File: config.mk
export PLATFORM = sky130hd
export DESIGN_NAME = frame_streamer
export DESIGN_NICKNAME = d
export VERILOG_FILES = /design/src/rtl/frame_streamer.sv
export SDC_FILE = /design/constraint.sdc
export NUM_CORES = 1
export LEC_CHECK = 0
export ABC_AREA = 1
export BUFFER_PORTS_ARGS = -buffer_cell sky130_fd_sc_hd__buf_4
export CAP_MARGIN = 30
export CORE_ASPECT_RATIO = 1.5
export CORE_MARGIN = 3
export CORE_UTILIZATION = 50
export DETAILED_ROUTE_END_ITERATION = 8
export GPL_TIMING_DRIVEN = 0
export PLACE_DENSITY = 0.73
export SLEW_MARGIN = 25
export SYNTH_ARGS = -nofsm -noshare
export SYNTH_HDL_FRONTEND = slang
export SYNTH_SLANG_ARGS = --single-unit
File: constraint.sdc
create_clock -name clk -period 2.6 [get_ports clk]
set_input_delay 0.13 -clock clk [delete_from_list [all_inputs] [get_ports clk]]
set_output_delay 0.13 -clock clk [all_outputs]
set_load 0.01 [all_outputs]
File: src/rtl/frame_streamer.sv
// Raster pixel source: walks a WIDTH x HEIGHT frame out of a synchronous-read
// memory and emits it as a valid/ready pixel stream with hsync/vsync tags.
module frame_streamer #(
   parameter int PIXEL_SIZE = 24,
   parameter int WIDTH      = 640,
   parameter int HEIGHT     = 480,
   parameter int ADDR_W     = 19,
   parameter int H_BLANK    = 0
) (
   input  logic                  clk,
   input  logic                  reset,
   input  logic                  start,
   output logic                  rd_en,
   output logic [ADDR_W-1:0]     rd_addr,
   input  logic [PIXEL_SIZE-1:0] rd_data,
   input  logic                  ready,
   output logic                  en,
   output logic [PIXEL_SIZE-1:0] data,
   output logic                  hsync,
   output logic                  vsync,
   output logic                  busy,
   output logic                  done
);
   localparam int CW = (WIDTH > 1)   ? $clog2(WIDTH)   : 1;
   localparam int RW = (HEIGHT > 1)  ? $clog2(HEIGHT)  : 1;
   localparam int BW = (H_BLANK > 1) ? $clog2(H_BLANK) : 1;

   typedef enum logic [2:0] {IDLE, FETCH, BLANK, DRAIN, DONE} state_t;
   state_t state, state_nx;

   logic [CW-1:0]         col;
   logic [RW-1:0]         row;
   logic [BW-1:0]         blank_cnt;
   logic [ADDR_W-1:0]     addr;
   logic                  infl_v, infl_h, infl_f;
   logic                  out_v, out_h, out_f;
   logic [PIXEL_SIZE-1:0] out_d;
   logic                  skid_v, skid_h, skid_f;
   logic [PIXEL_SIZE-1:0] skid_d;
   logic                  hs, out_free, col_last, row_last;
   logic [1:0]            occ;

   assign hs       = out_v & ready;
   assign out_free = ~out_v | hs;
   assign col_last = (col == CW'(WIDTH - 1));
   assign row_last = (row == RW'(HEIGHT - 1));
   // Pixels held or owed after this cycle's handshake; a new read needs a free slot.
   assign occ      = 2'(out_v) + 2'(skid_v) + 2'(infl_v) - 2'(hs);

   always_ff @(posedge clk) begin
      if (reset) state <= IDLE;
      else       state <= state_nx;
   end

   always_comb begin
      state_nx = state;
      rd_en    = 1'b0;
      case (state)
         IDLE:  if (start) state_nx = FETCH;
         FETCH: if (occ < 2'd2) begin
            rd_en = 1'b1;
            if (col_last && row_last)        state_nx = DRAIN;
            else if (col_last && H_BLANK > 0) state_nx = BLANK;
         end
         BLANK: if (blank_cnt == BW'(H_BLANK - 1)) state_nx = FETCH;
         DRAIN: if (hs && !skid_v && !infl_v) state_nx = DONE;
         DONE:  state_nx = IDLE;
         default: state_nx = IDLE;
      endcase
   end

   always_ff @(posedge clk) begin
      if (reset) begin
         col       <= '0;
         row       <= '0;
         addr      <= '0;
         blank_cnt <= '0;
         infl_v    <= 1'b0;
         infl_h    <= 1'b0;
         infl_f    <= 1'b0;
      end else begin
         if (rd_en) begin
            if (col_last) begin
               col <= '0;
               row <= row_last ? '0 : row + 1'b1;
            end else begin
               col <= col + 1'b1;
            end
            addr <= (col_last && row_last) ? '0 : addr + 1'b1;
         end
         blank_cnt <= (state == BLANK) ? blank_cnt + 1'b1 : '0;
         // Sync tags follow the read so they stay attached to the pixel.
         infl_v <= rd_en;
         infl_h <= (col == '0);
         infl_f <= (col == '0) && (row == '0);
      end
   end

   always_ff @(posedge clk) begin
      if (reset) begin
         out_v  <= 1'b0;
         out_h  <= 1'b0;
         out_f  <= 1'b0;
         out_d  <= '0;
         skid_v <= 1'b0;
         skid_h <= 1'b0;
         skid_f <= 1'b0;
         skid_d <= '0;
      end else begin
         if (out_free) begin
            if (skid_v) begin
               out_v <= 1'b1;
               out_d <= skid_d;
               out_h <= skid_h;
               out_f <= skid_f;
            end else if (infl_v) begin
               out_v <= 1'b1;
               out_d <= rd_data;
               out_h <= infl_h;
               out_f <= infl_f;
            end else begin
               out_v <= 1'b0;
            end
         end
         if ((skid_v && out_free) || (!skid_v && !out_free && infl_v)) begin
            skid_v <= infl_v;
            skid_d <= rd_data;
            skid_h <= infl_h;
            skid_f <= infl_f;
         end
      end
   end

   assign rd_addr = addr;
   assign en      = out_v;
   assign data    = out_d;
   assign hsync   = out_h;
   assign vsync   = out_f;
   assign busy    = (state != IDLE);
   assign done    = (state == DONE);
endmodule
# Word level (Yosys, flattened, before mapping)

Index checks and enable logic that the tools add are counted.

$lt $le $gt $ge: 1
Mux-type cells: 19
Bitwise logic cells: 4
Add/sub/neg operators: 7
Equal/unequal tests: 11
Reduce and logical (&&, ||, !) cells: 20

Operators with widths:

| kind                                                                  | number |
|---|---|
| 24-bit two-way mux                                                    | 2 |
| 19-bit by 1-bit adder with 19-bit output, second input constant       | 1 |
| 19-bit two-way mux                                                    | 1 |
| 3-bit two-way mux                                                     | 5 |
| 3-bit case mux with 4 select lines                                    | 1 |
| 10-bit by 1-bit adder with 10-bit output, second input constant       | 1 |
| 10-bit equality test, second input constant                           | 1 |
| 10-bit zero test                                                      | 1 |
| 10-bit two-way mux                                                    | 1 |
| 2-bit inequality test, second input constant                          | 5 |
| 9-bit by 1-bit adder with 9-bit output, second input constant         | 1 |
| 9-bit equality test, second input constant                            | 1 |
| 9-bit zero test                                                       | 1 |
| 9-bit two-way mux                                                     | 1 |
| 1-bit two-way mux                                                     | 8 |
| 1-bit logical AND                                                     | 7 |
| 3-bit by 2-bit equality test with 1-bit output, second input constant | 2 |
| 5-bit AND reduction                                                   | 1 |
| 2-bit AND reduction                                                   | 2 |
| 3-bit by 1-bit equality test with 1-bit output, second input constant | 1 |
| 3-bit equality test, second input constant                            | 1 |
| 1-bit zero test                                                       | 3 |
| 3-bit zero test                                                       | 1 |
| 3-bit nonzero test                                                    | 1 |
| other kinds (11)                                                      | 12 |

Logic and storage cells: 78
Input bits: 28
Output and inout bits: 49
Register bits after elaboration: 99

# Logic depth before layout (Yosys ltp)

Gate-level depths: netlist of the first run.

Depth after elaboration: 7
Mapped depth: 15
Depth with buffers taken out: 14

# Worst setup path after synthesis of the first run

Ideal clock, no wire load.

Path type: reg2reg
Start: reg out_v, in the netlist en
End: reg addr[6], in the netlist rd_addr[6]
Setup time: 119 ps
Arrival time: 1845 ps
Clock period less this slack: 1964 ps
Required time: 2481 ps
Path buffers: 2
Slack: 636 ps
Cell stages (with the launch flop): 14
Path through: dfxtp_1 nand2_1 inv_1 ha_1 inv_1 ha_1 nand2_1 nand2_1 nand2_1 nand3_4 buf_6 buf_4 nor3_1 nor3_1

Cells in the longest elaborated chain, start to end: 6
Elaborated cells on any way between the ends: 7
Classes of those cells: 3 x add/sub; 1 x order compare; 2 x mux; 1 x bitwise

Ends and longest elaborated chain:

| item                                          | RTL line | source |
|---|---|---|
| from (decl)                                   | 36       | `logic out_v, out_h, out_f;` |
| from (signal assigned)                        | 101      | `out_v <= 1'b0;` |
| from (signal assigned)                        | 112      | `out_v <= 1'b1;` |
| from (signal assigned)                        | 117      | `out_v <= 1'b1;` |
| 1-bit by 1-bit adder with 2-bit output        | 48       | `assign occ = 2'(out_v) + 2'(skid_v) + 2'(infl_v) - 2'(hs);` |
| 2-bit by 1-bit adder with 2-bit output        | 48       |  |
| 2-bit by 1-bit subtractor with 2-bit output * | 48       |  |
| 2-bit < comparator *                          | 60       | `FETCH: if (occ < 2'd2) begin` |
| 1-bit two-way mux *                           | 60       |  |
| 1-bit two-way mux *                           | 58       | `case (state)` |
| to (signal assigned)                          | 89       | `addr <= (col_last && row_last) ? '0 : addr + 1'b1;` |
| to (decl)                                     | 34       | `logic [ADDR_W-1:0] addr;` |

Every way passes the cells marked *; elsewhere a longest branch is shown, timed or not.
A chain may end at the register's enable or synchronous reset.

# Final worst setup path of the first run

Start: reg out_v, in the netlist en
End: out rd_en

Cells in the longest elaborated chain, start to end: 6
Elaborated cells on any way between the ends: 7
Classes of those cells: 3 x add/sub; 1 x order compare; 2 x mux; 1 x bitwise

Ends and longest elaborated chain:

| item                                          | RTL line | source |
|---|---|---|
| 1-bit by 1-bit adder with 2-bit output        | 48       |  |
| 2-bit by 1-bit adder with 2-bit output        | 48       |  |
| 2-bit by 1-bit subtractor with 2-bit output * | 48       |  |
| 2-bit < comparator *                          | 60       |  |
| 1-bit two-way mux *                           | 60       |  |
| 1-bit two-way mux *                           | 58       |  |
| to (decl)                                     | 13       | `output logic rd_en,` |

Marked as above.

==> metrics.log, run 1 <==
INFO  metric cts_setup_buffers = 0
INFO  metric drc = 0
INFO  metric finalWeightedCongestion = between 0.8 and 0.9
INFO  metric first_iter_violations = ~190
INFO  metric cts.reportedPaths.clkPinSlew = about 0.070 ns
INFO  metric place_worst_setup_slack = between 0.4 and 0.5 ns
INFO  metric routed_via_density = 5.273
INFO  metric cts.sink_count = 99
INFO  metric finalHoldViolations = 0
INFO  metric synth_seq_area_share = 0.4290
INFO  metric rsz0062_at_grt = no
INFO  metric drv.max_cap_violation_count = 0
INFO  metric worst_setup_path_end_kind = primary output
INFO  metric grt-ovfl-total = 0
INFO  metric critical_path_peak_fanout = 10
INFO  metric worstSetupPathDepth = 12
INFO  metric clock_tree.root_cell = clkbuf_16
INFO  metric mappedNetlistNets = about 700
INFO  metric hold-path-cell-count = 3
INFO  metric grt_first_pass_wirelength = roughly 19 mm
INFO  metric n_fill_cell = ~830
INFO  metric final_antenna_net_count = 0
INFO  metric die-area = between 10000 and 15000 sq um
INFO  metric setup_total_negative_slack = 0 ns
INFO  metric drt-total-wl = between 10 and 15 mm
INFO  metric grt.total_usage = 0.2221
INFO  metric fin_skew = about 0.0079 ns
INFO  metric syn_avg_cell_area = between 6 and 7 sq um
INFO  metric synth_warnings = 0
INFO  metric fmax = just over 0.4 GHz
INFO  metric grt_max_degree = 17
INFO  metric layout-area-overhead-vs-synth = 21.42%
INFO  metric worst_slew_pin_slew = ~0.6 ns
INFO  metric critPathMostFrequentCell = nand2_1
INFO  metric worstPathBufferInverterCount = 5
INFO  metric maxSlewHeadroom = 0.5886
INFO  metric drive_above_1_share = 0.1633
INFO  metric layout_setup_ws = roughly 0.14 ns
INFO  metric netlist_area = about 4600 sq um
INFO  metric power.density = about 620 nW/um^2
INFO  metric synth_enable_flop_cells = 0
INFO  metric outcome = completed
INFO  metric worst_path_dominant_cell_family = buffers and inverters
INFO  metric report.final.setup_viol = 0
INFO  metric vias_in_the_first_global_route = approximately 4400
INFO  metric drt_first_pass_iters = 5
INFO  metric number_of_placed_i_o_pins = 77
INFO  metric timing.hold.worst.class = input port to flip-flop
INFO  metric routed_wire_length_per_instance = 13.44 microns
INFO  metric die_w = roughly 84 microns
INFO  metric postCtsHoldBufs = 0
INFO  metric synthDistinctLibCells = 34
INFO  metric port-buffer-count = 75
INFO  metric ys_ff_latch = between 90 and 100
INFO  metric synth_cells = between 600 and 700
INFO  metric max-vdd-ir-drop = roughly 0.42 mV
INFO  metric timing.critical_path.required = between 2 and 2.5 ns
INFO  metric post_cts_resized = 0
INFO  metric number_of_h_tree_levels = 3
INFO  metric yosys_most_used_dff = dfxtp_1
INFO  metric cts_tree = yes
INFO  metric floorplan.initialDensity = 0.5171
INFO  metric crit_path_top_delay_cell = dfxtp_1
INFO  metric half_perimeter_wire_length_after_placement = roughly 8.6 mm
INFO  metric clkLatencyLatePin = about 0.35 ns
INFO  metric chipHeight = ~120 microns
INFO  metric setup.worst_path.class = flip-flop to primary output
INFO  metric reg2reg_depth = 14
INFO  metric finish.net_count = 783
INFO  metric cts_made_buffers = 9
INFO  metric core = 8934 sq um
INFO  metric worstPathArrival = approximately 2.3 ns
INFO  metric crit_path_start_kind = flip-flop
INFO  metric cts_buffer_depth = 2
INFO  metric vias = 4551
INFO  metric synth_async_sr_flop_share = 0
INFO  metric slowest_delay = 0.35 ns
INFO  metric cell_chain_critical_path = nand2_1 -> inv_1 -> ha_1 -> inv_1 -> ha_1 -> nand2_1 -> nand2_1 -> nand2_1 -> nand3_4 -> inv_1 -> buf_4 -> buf_4
INFO  metric timing_max_transition_violations_final = 0
INFO  metric period_minus_slack = about 2.5 ns
INFO  metric power.leakage = roughly 0.0024 uW
INFO  metric layout_worst_path_cycle_share = 0.9458
INFO  metric std_cell_rows = between 40 and 50
INFO  metric grt_antenna_before_repair = 0
INFO  metric num_antenna_cells = 0
[layout by cell type, fill, tap and decap left out, types with 5 or more instances in the layout]
cell	n
inv_1	65
nand2_1	157
buf_4	80
nor2_1	111
nand4_1	15
nor3_1	16
clkbuf_16	9
clkbuf_1	13
ha_1	7
dfxtp_1	99
o21ai_0	54
xor2_1	5
a31oi_1	26
a21oi_1	22
nand3_1	28
[logic make-up (layout without fill, tap and decap cells)]
| family | count (synthesis) | count (layout) | share of synthesized area |
|---|---|---|---|
| AND/OR/NAND/NOR | 348 | 348 | 0.3280 |
| AO/OA/AOI/OAI | 108 | 108 | 0.1270 |
| flip-flops | 99 | 99 | 0.4290 |
| buffers and inverters | 94 | 185 | 0.08559 |
| adder cells (fa/ha/maj) | 7 | 7 | 0.01896 |
| XOR/XNOR | 6 | 6 | 0.01138 |
[worst reg2reg max path, stage by stage (launching register included)]
cell and delay (ns):
dfxtp_1 0.35, nand2_1 0.09, inv_1 0.04, ha_1 0.26, inv_1 0.04, ha_1 0.26
nand2_1 0.10, nand2_1 0.08, nand2_1 0.11, nand3_4 0.10, inv_1 0.20, nand2_1 0.22
nor2_1 0.17, nor2_1 0.06, nor2_1 0.08
[per-layer routing]
metal  share of wire  wire length, microns  up-vias  track usage
li1                -                     -     2313            -
met1            0.40                  4589     2118       0.2273
met2            0.54                  6274       96       0.4333
met3           0.038                   438       24      0.03111
met4           0.025                   295        0       0.1119
met5               0                     0        -            0
[state kept, by name, summed over array words and instances (netlist names)]
| name | flops |
|---|---|
| skid_h | 1 |
| blank_cnt | 1 |
| infl_v | 1 |
| skid_d | 24 |
| skid_f | 1 |
| skid_v | 1 |
| infl_f | 1 |
| infl_h | 1 |
| en | 1 |
| state | 3 |
| row | 9 |
| rd_addr | 19 |
| col | 10 |
| data | 24 |
| hsync | 1 |
| vsync | 1 |
[synthesized netlist by cell type (2+ instances only)]
cell type / instances / share of area
a21oi_1: 22 / 0.024
a31oi_1: 26 / 0.035
buf_2: 4 / 0.0043
buf_4: 5 / 0.0081
buf_6: 2 / 0.0049
clkbuf_1: 13 / 0.011
dfxtp_1: 99 / 0.43
ha_1: 7 / 0.019
inv_1: 65 / 0.053
inv_2: 2 / 0.0016
nand2_1: 157 / 0.13
nand2_2: 4 / 0.0054
nand3_1: 28 / 0.030
nand3b_1: 3 / 0.0049
nand4_1: 15 / 0.020
nor2_1: 111 / 0.090
nor2_2: 4 / 0.0054
nor2_4: 4 / 0.0098
nor2_8: 2 / 0.0087
nor3_1: 16 / 0.017
nor4_1: 2 / 0.0027
o21ai_0: 54 / 0.059
o21ai_1: 2 / 0.0022
xor2_1: 5 / 0.0095
[worst paths after layout]
| path | slack (ns) | startpoint | endpoint |
|---|---|---|---|
| setup / recovery | 0.14 | en | rd_en |
| hold / removal | 0.05 | rd_data[17] | skid_d[17] |
| setup reg to reg | 0.39 | en | row[5] |
| hold reg to reg | 0.47 | skid_d[16] | data[16] |
[area by class of cell]
class	instances	area, sq um	share of cell area
Timing Repair Buffer	75	563.0	0.1004
Buffer	26	137.6	0.02454
Sequential cell	99	1982	0.3533
Tap cell	110	137.6	0.02454
Inverter	68	257.7	0.04595
Clock inverter	5	36.28	0.006469
Multi-Input combinational cell	469	2242	0.3997
Clock buffer	11	252.7	0.04506
[per-stage QoR]
stage | utilization | area, sq um | hold slack, ns | std cells | total power, uW
4_1_cts | 0.6279 | 5609 | 0.04809 | 863 | 3540
5_1_grt | 0.6279 | 5609 | 0.06972 | 863 | 3664
3_3_place_gp | 0.5955 | 5320 | 0.3912 | 847 | 2237
2_1_floorplan | - | 4619 | 0.2887 | 662 | 2018
6_report | 0.6279 | 5609 | 0.05451 | 863 | 3504
3_5_place_dp | 0.5955 | 5320 | 0.4053 | 847 | 2248
[where the power goes]
| part | total, uW | switching, uW | internal, uW |
|---|---|---|---|
| Combinational | 537 | 312 | 225 |
| Sequential | 1680 | 61.6 | 1620 |
| Clock | 1290 | 585 | 705 |
Note: power is estimated with default switching activity, not from simulation.
==> run 2, diff against run 1 <==
--- a/config.mk
+++ b/config.mk
@@ -8,12 +8,14 @@
 export ABC_AREA = 1
 export BUFFER_PORTS_ARGS = -buffer_cell sky130_fd_sc_hd__buf_4
 export CAP_MARGIN = 30
+export CELL_PAD_IN_SITES_DETAIL_PLACEMENT = 1
+export CELL_PAD_IN_SITES_GLOBAL_PLACEMENT = 1
 export CORE_ASPECT_RATIO = 1.5
 export CORE_MARGIN = 3
-export CORE_UTILIZATION = 50
+export CORE_UTILIZATION = 40
 export DETAILED_ROUTE_END_ITERATION = 8
 export GPL_TIMING_DRIVEN = 0
-export PLACE_DENSITY = 0.73
+export PLACE_DENSITY = 0.8
 export SLEW_MARGIN = 25
 export SYNTH_ARGS = -nofsm -noshare
 export SYNTH_HDL_FRONTEND = slang
==> metrics.log, run 2 (synthesized netlist as in run 1, its figures left out) <==
INFO  metric number_of_h_tree_levels = 3 (unchanged)
INFO  metric worst_slew_pin_slew = 0.5742 ns (-0.04293 ns)
INFO  metric layout_worst_path_cycle_share = 0.9114 (-0.03442)
INFO  metric drc = 0 (unchanged)
INFO  metric crit_path_start_kind = flip-flop
INFO  metric detail_route.wirelength.met1 = 5.444 mm (+19%)
INFO  metric timing.critical_path.required = 2.47 ns (about the same)
INFO  metric drt-total-wl = 13.99 mm (+21%)
INFO  metric die_w = 93.75 microns (+11%)
INFO  metric std_cell_rows = 47 (+12%)
INFO  metric regToRegSetupSlack = 0.33 ns (-0.06 ns)
INFO  metric reg2reg_depth = 14 (unchanged)
INFO  metric drive_above_1_share = 0.1645 (+0.001110)
INFO  metric clock_tree.root_cell = clkbuf_16
INFO  metric setup.worst_path.class = flip-flop to primary output
INFO  metric worst_path_dominant_cell_family = buffers and inverters
INFO  metric final_antenna_net_count = 0 (unchanged)
INFO  metric cts.reportedPaths.clkPinSlew = 0.07 ns (about the same)
INFO  metric grt-ovfl-total = 0 (unchanged)
INFO  metric chipHeight = 137.6 microns (+11%)
INFO  metric regToRegStartpoint = en
INFO  metric power.density = 621.2 nW/um^2 (-0.56%)
INFO  metric finish.net_count = 785 (+0.26%)
INFO  metric first_iter_violations = 97 (-48%)
INFO  metric fin_skew = 0.006487 ns (-0.001432 ns)
INFO  metric grt.total_usage = 0.2242 (+0.002141)
INFO  metric cts_made_buffers = 9 (unchanged)
INFO  metric die-area = 12900 sq um (+23%)
INFO  metric num_antenna_cells = 0 (unchanged)
INFO  metric worst_setup_path_end_kind = primary output
INFO  metric finalHoldViolations = 0 (unchanged)
INFO  metric cell_chain_critical_path = nand2_1 -> inv_1 -> ha_1 -> inv_1 -> ha_1 -> nand2_1 -> nand3_1 -> nand3_4 -> clkinvlp_4 -> buf_4 -> buf_4
INFO  metric clkLatencyLatePin = 0.35 ns (about the same)
INFO  metric post_dp_cell_area = 5366 sq um (+0.87%)
INFO  metric timing_max_transition_violations_final = 0 (unchanged)
INFO  metric placed_cells = 884 (+4.4%)
INFO  metric power.leakage = 0.002432 uW (-0.48%)
INFO  metric fmax = 0.4220 GHz (+3.8%)
INFO  metric mostFrequentLayoutCell = nand2_1
INFO  metric routed_wire_length_per_instance = 15.53 microns (+16%)
INFO  metric worst_hold_startpoint = rd_data[19]
INFO  metric outcome = completed
INFO  metric regToRegEndpoint = col[9]
INFO  metric port-buffer-count = 75 (unchanged)
INFO  metric core = 11170 sq um (+25%)
INFO  metric grt_antenna_before_repair = 0 (unchanged)
INFO  metric cts_buffer_depth = 2 (unchanged)
INFO  metric postCtsHoldBufs = 0 (unchanged)
INFO  metric period_minus_slack = 2.370 ns (-0.08950 ns)
INFO  metric report.final.setup_viol = 0 (unchanged)
INFO  metric critical_path_peak_fanout = 10 (unchanged)
INFO  metric drv.max_cap_violation_count = 0 (unchanged)
INFO  metric max-vdd-ir-drop = 0.3346 mV (-20%)
INFO  metric total_power = 3512 uW (+0.24%)
INFO  metric vias_in_the_first_global_route = 4977 (+14%)
INFO  metric met3_wirelength = 470 microns (+7.3%)
INFO  metric number_of_placed_i_o_pins = 77 (unchanged)
INFO  metric routed_via_density = 5.223 (-0.96%)
INFO  metric cts_tree = yes
INFO  metric layout_common_cells = nand2_1 (157), nor2_1 (111), dfxtp_1 (99), buf_4 (82), inv_1 (64)
INFO  metric grt_first_pass_wirelength = 23.09 mm (+21%)
INFO  metric drt_first_pass_iters = 4 (-1)
INFO  metric worstPathBufferInverterCount = 5 (unchanged)
INFO  metric worstPathArrival = 2.24 ns (-0.09 ns)
INFO  metric final_area = 5654 sq um (+0.80%)
INFO  metric vias = 4706 (+3.4%)
INFO  metric timing.hold.worst.class = input port to flip-flop
INFO  metric grt_max_degree = 16 (-1)
INFO  metric layout-area-overhead-vs-synth = 22.40%
INFO  metric finish.cell_count_without_fillers = 901 (+4.4%)
INFO  metric slowest_delay = 0.34 ns (about the same)
INFO  metric half_perimeter_wire_length_after_placement = 10.55 mm (+22%)
INFO  metric worst_hold_path.endpoint = skid_d[19]
INFO  metric top_layer_used = met4
INFO  metric cts.sink_count = 99 (unchanged)
INFO  metric hold-path-cell-count = 3 (unchanged)
INFO  metric floorplan.initialDensity = 0.4134 (-0.1036)
INFO  metric finalWeightedCongestion = 0.8285 (-0.50%)
INFO  metric rsz0062_at_grt = no
INFO  metric setup_total_negative_slack = 0 ns (unchanged)
INFO  metric crit_path_top_delay_cell = dfxtp_1
INFO  metric met2WireLength = 7.616 mm (+21%)
INFO  metric maxSlewHeadroom = 0.6172 (+0.02862)
[run 2: cell count changes in the layout (fill, tap and decap cells not counted)]
cell,before,now
clkbuf_8,2,1
clkbuf_1,13,14
clkinv_4,2,0
inv_1,65,64
buf_4,80,82
clkinvlp_4,0,2
[run 2: report_power, final]
group          internal, uW  total [uW]  leakage [uW]  switching (uW)
registers              1620        1680      0.000803            65.1
clock network           671        1260      0.000132             589
logic                   235         572       0.00150             337
[run 2: cell type report]
cell class	instances	area, sq um
clock buffers	11	242.7
clock inverters	4	26.28
inverters	68	261.5
plain buffers	26	137.6
flip-flops and latches	99	1982
well taps	147	183.9
repair buffers	77	578.1
multi-input cells	469	2242
fillers	1476	5519
[run 2: layer usage]
metal / track usage / vias up
li1: - / 2315
met1: 0.2336 / 2271
met2: 0.4287 / 89
met3: 0.03497 / 31
met4: 0.1076 / 0
met5: 0 / -
[run 2: worst register-to-register path: stages, from the launching register on]
cell and delay (ns):
dfxtp_1 0.34, nand2_1 0.09, inv_1 0.05, ha_1 0.27, inv_1 0.04, ha_1 0.26
nand2_1 0.10, nand2_1 0.08, nand2_1 0.10, nand3_4 0.11, buf_6 0.20, o21ai_2 0.31
inv_1 0.08, nand2_1 0.08, nor2_1 0.04
[run 2: stage by stage]
step / hold WS [ns] / util / worst slack [ns]
after floorplan: 0.2887 / - / 0.6355
after global routing: 0.07229 / 0.5060 / 0.06598
final: 0.05115 / 0.5060 / 0.2305
after global placement: 0.3971 / 0.4803 / 0.4570
after detailed placement: 0.4091 / 0.4803 / 0.3435
after CTS: 0.04756 / 0.5044 / 0.09429
[run 2: timing repair]
action | 4_1_cts | 5_1_grt
endpoints found under the setup margin | 0 | 1
resized for setup | 0 | 1
buffers inserted | 0 | 2
[run 2: worst max-delay path by stage]
stage                     startpoint    endpoint  cells after the start
final                             en       rd_en                     11
after global routing              en       rd_en                     12
after CTS                         en       rd_en                     12
after detailed placement          en      col[9]                     14
after global placement            en      col[9]                     14
after floorplan                   en  rd_addr[6]                     13
